[src/rtl/rotate_right_seq_op.sv]
// Multi-cycle rotate-right unit: rotates a right by b[LOG2N-1:0], one bit position per clock.
// Valid/ready handshakes on both the operand side and the result side.
module rotate_right_seq_op #(
  parameter int N     = 8,
  parameter int LOG2N = $clog2(N)
) (
  input  logic         clk,
  input  logic         rst_n,
  input  logic         in_valid,
  output logic         in_ready,
  input  logic [N-1:0] a,
  input  logic [N-1:0] b,
  output logic         out_valid,
  input  logic         out_ready,
  output logic [N-1:0] out,
  output logic         busy
);

  localparam logic [1:0] S_IDLE   = 2'd0;
  localparam logic [1:0] S_ROTATE = 2'd1;
  localparam logic [1:0] S_DONE   = 2'd2;

  logic [1:0]       state;
  logic [N-1:0]     data;
  logic [LOG2N-1:0] cnt;
  logic [LOG2N-1:0] amount;

  // Rotation is modulo N, so only the low LOG2N bits of b matter.
  assign amount = b[LOG2N-1:0];
  logic unused_b;
  assign unused_b = ^b[N-1:LOG2N];

  // NOTE: sequential state uses non-blocking (<=) so every register samples
  // pre-edge values; blocking here would create order-dependent simulation.
  always_ff @(posedge clk or negedge rst_n) begin
    if (!rst_n) begin
      state <= S_IDLE;
      data  <= '0;
      cnt   <= '0;
    end else begin
      case (state)
        S_IDLE: begin
          if (in_valid) begin
            data  <= a;
            cnt   <= amount;
            state <= (amount == '0) ? S_DONE : S_ROTATE;
          end
        end
        S_ROTATE: begin
          data <= {data[0], data[N-1:1]};
          cnt  <= cnt - LOG2N'(1);
          // cnt is at least 1 here, so it reaches 0 exactly as we leave.
          if (cnt == LOG2N'(1)) state <= S_DONE;
        end
        S_DONE: begin
          if (out_ready) state <= S_IDLE;
        end
        default: state <= S_IDLE;
      endcase
    end
  end

  assign in_ready  = (state == S_IDLE);
  assign out_valid = (state == S_DONE);
  assign busy      = (state == S_ROTATE) || (state == S_DONE);
  assign out       = data;

endmodule
[config.mk]
export PLATFORM = sky130hd
export DESIGN_NAME = rotate_right_seq_op
export DESIGN_NICKNAME = d
export VERILOG_FILES = /design/src/rtl/rotate_right_seq_op.sv
export SDC_FILE = /design/constraint.sdc
export NUM_CORES = 1
export LEC_CHECK = 0
export BUFFER_PORTS_ARGS = -buffer_cell sky130_fd_sc_hd__buf_4
export CAP_MARGIN = 20
export CORE_ASPECT_RATIO = 1.1
export CORE_MARGIN = 2
export CORE_UTILIZATION = 41
export CTS_CLUSTER_DIAMETER = 30
export DETAILED_ROUTE_END_ITERATION = 10
export HOLD_SLACK_MARGIN = 0.05
export PLACE_DENSITY = 0.69
export RECOVER_POWER = 25
export SYNTH_ARGS = -nofsm -noshare
export SYNTH_HDL_FRONTEND = slang
export SYNTH_SLANG_ARGS = --single-unit
export TNS_END_PERCENT = 20
[constraint.sdc]
create_clock -name clk -period 3.5 [get_ports clk]
set_input_delay 0.35 -clock clk [delete_from_list [all_inputs] [get_ports clk]]
set_output_delay 0.35 -clock clk [all_outputs]
set_load 0.05 [all_outputs]
==> impl_metrics.py <==
metrics = {
    "clocking": {
        "path_clk_slew_ns": 0.07,
        "clock_sinks": 13,
        "clk_path_buf_depth": 2,
        "clk_latency_ns": 0.27,
        "post-cts-setup-buffers": 0,
        "htreeDepth": 1,
        "cts_root_buffer": "clkbuf_4",
        "cts_buffers": 3,
        "cts_tree": "done",
    },
    "finish": {
        "synthToLayoutAreaGrowth_pct": 29.3,
        "fillers": 169,
        "drive_above_1_share_pct": 29.4,
        "nNetsFinal": 128,
        "diodes": 0,
        "final_cells": 120,
    },
    "placement": {
        "dpl.hpwl_um": 1070,
        "gp_congestion": 0.665,
        "io_buffers": 25,
        "dp_cells": 114,
    },
    "routing": {
        "vias_per_cell": 5.16,
        "drc": 0,
        "vias": 619,
        "drtIter0Drc": 6,
        "wl_per_cell_um": 11.9,
        "antenna_left": 0,
        "drt_wl_total_um": 1430,
        "dr.pass1.iters": 6,
    },
    "timing": {
        "tns_ns": 0,
        "fin_crit_sh_pct": 58.8,
        "finClkSkew_ns": 0.00181,
        "hold_viol": 0,
        "slew_violations": 0,
        "clock.fmax_mhz": 486,
        "setup_viol": 0,
        "hold_slack_ns": 0.341,
        "rsz0062_at_grt": "false",
        "maxSlewHeadroom_pct": 47.7,
        "worst_pin_slew_ns": 0.784,
        "final.min_clock_period_ns": 2.06,
    },
    "setup_path": {
        "arrival_ns": 2.22,
        "crit_chain": "inv_1 > ha_1 > mux2i_2 > buf_6 > a211o_1",
        "cp-start-kind": "flip-flop",
        "critPathKind": "reg -> reg",
        "cp.required_ns": 3.66,
        "cp_slowest_cell": "ha_1",
        "cp_slowest_stage_delay_ns": 0.67,
        "cp-end-kind": "flip-flop",
        "path_max_fanout": 19,
    },
    "run": {
        "maxCapViolations": 0,
    },
    "synth": {
        "muxShareOfSynthArea_pct": 13.9,
        "synth_common_cells": "dfrtp_1, nand2_1, o21ai_1, mux2i_1, inv_1",
        "synth_top_family_by_area": "compound AO/OA/AOI/OAI gates",
        "yosysUniqueCellTypes": 22,
        "synth-edff-count": 0,
        "yosys_warnings": 0,
        "ys_ff_latch": 13,
        "synth_fa_ha_area_share_pct": 8.38,
        "syn_nets": 100,
        "synthTopCellsByArea": "dfrtp_1, mux2i_1, ha_1",
        "synth_compound_area_share_pct": 15.1,
        "synthXorXnorAreaFrac_pct": 0,
        "ys.flop_type": "dfrtp_1",
        "yosys.area.top_type": "dfrtp_1",
        "synthCells": 75,
        "synth-async-reset-ratio_pct": 100,
        "synth.top_cell.area_share_pct": 43.6,
        "yosysSeqAreaShare_pct": 43.6,
        "syn_area_per_cell_um2": 9.96,
        "synthesis.area_um2": 747,
        "yosys.area_share.simple_pct": 10.9,
    },
    "floorplanning": {
        "coreArea_mm2": 0.00174,
        "initial_core_util_pct": 42.9,
        "die_h_um": 48.8,
        "num_rows": 16,
        "ioPinCount": 31,
        "die_area_mm2": 0.00218,
        "fp.dieW_um": 44.7,
    },
    "global_routing": {
        "grt_util_all_layers_pct": 14.6,
        "grt_pass1_vias": 585,
        "antenna_found_initial": 0,
        "grt_max_degree": 24,
        "gr-total-overflow": 0,
        "grt_pass1_wl_um": 2370,
    },
    "pwr": {
        "peakVddDrop_uv": 545,
        "p_total_mw": 1.10,
        "p_leak_nw": 0.477,
        "power_density_mw_per_mm2": 1140,
    },
    "hold_path": {
        "min_path_type": "in -> reg",
    },
    "run_status": {
        "status": "complete, no violations",
    },
}
-- final timing paths --
path	from	to	slack [ns]	cells after the start
hold reg to reg	cnt[1]$_DFFE_PN0P_	cnt[1]$_DFFE_PN0P_	0.49	2
setup reg to reg	state[1]$_DFFE_PN0P_	cnt[2]$_DFFE_PN0P_	1.44	5
max in group asynchronous	rst_n	state[0]$_DFFE_PN0P_	2.42	2
setup / recovery	state[1]$_DFFE_PN0P_	cnt[2]$_DFFE_PN0P_	1.44	5
min in group asynchronous	rst_n	out[4]$_DFFE_PN0P_	0.64	2
hold / removal	a[0]	out[0]$_DFFE_PN0P_	0.34	3
-- cell usage in the layout (no fill, tap or decap), types with 2 or more instances in the layout --
cell / netlist / layout
buf_4: 1 / 24
clkbuf_1: 0 / 2
clkbuf_4: 0 / 3
dfrtp_1: 13 / 13
ha_1: 5 / 5
inv_1: 6 / 6
mux2i_1: 9 / 9
nand2_1: 13 / 13
nand2b_1: 2 / 2
nor3_1: 2 / 2
o21ai_1: 10 / 10
-- sequential cells by signal, indices dropped and copies added (netlist names) --
signal / cells
cnt: 3
out: 8
state: 2
-- what timing repair did --
item / CTS / global route
resized for setup: 0 / 0
endpoints found under the hold margin: 13 / 0
hold buffers: 1 / 0
-- cells by family (layout without fill, tap and decap cells) --
kind of cell | count (synthesis) | after routing
and+or+nand+nor | 19 | 19
AOI/OAI and AO/OA | 17 | 17
DFF | 13 | 13
buffers and inverters | 11 | 38
muxes | 10 | 10
adders and majority gates | 5 | 5
-- worst max-delay path, delay by kind of cell, from the launching register on --
family	cells	cell delay [ns]
adders and majority gates	1	0.67
AOI/OAI and AO/OA	1	0.29
muxes	1	0.26
buffers and inverters	2	0.33
DFF	1	0.40
-- metrics by stage --
step           util (%)  instance area, µm²  setup slack, ns
2_1_floorplan         -                 747             1.64
3_3_place_gp       52.9                 922             1.13
3_5_place_dp       52.9                 922             1.09
4_1_cts            55.0                 958             1.11
5_1_grt            55.5                 966             1.27
6_report           55.5                 966             1.44
-- where the power goes --
part	switching [mW]	internal (mW)	total, mW
clock	0.0458	0.0442	0.0900
combinational	0.466	0.259	0.725
sequential	0.0549	0.227	0.282
total	0.567	0.530	1.10
-- per-layer routing --
layer	routed length (µm)	GRT usage, %	vias up
met4	21	6.06	0
met3	108	2.99	3
met1	612	16.9	276
met5	0	0	-
li1	-	-	314
met2	685	25.1	26
-- cell type report --
| type | instances | area, µm² | share of cell area [%] |
|---|---|---|---|
| Inverter | 7 | 26.3 | 2.72 |
| Timing Repair Buffer | 27 | 205 | 21.2 |
| Multi-Input combinational cell | 51 | 360 | 37.3 |
| Tap cell | 18 | 22.5 | 2.33 |
| Sequential cell | 13 | 325 | 33.7 |
| Clock buffer | 4 | 26.3 | 2.72 |
(Power assumes the default switching activity.)
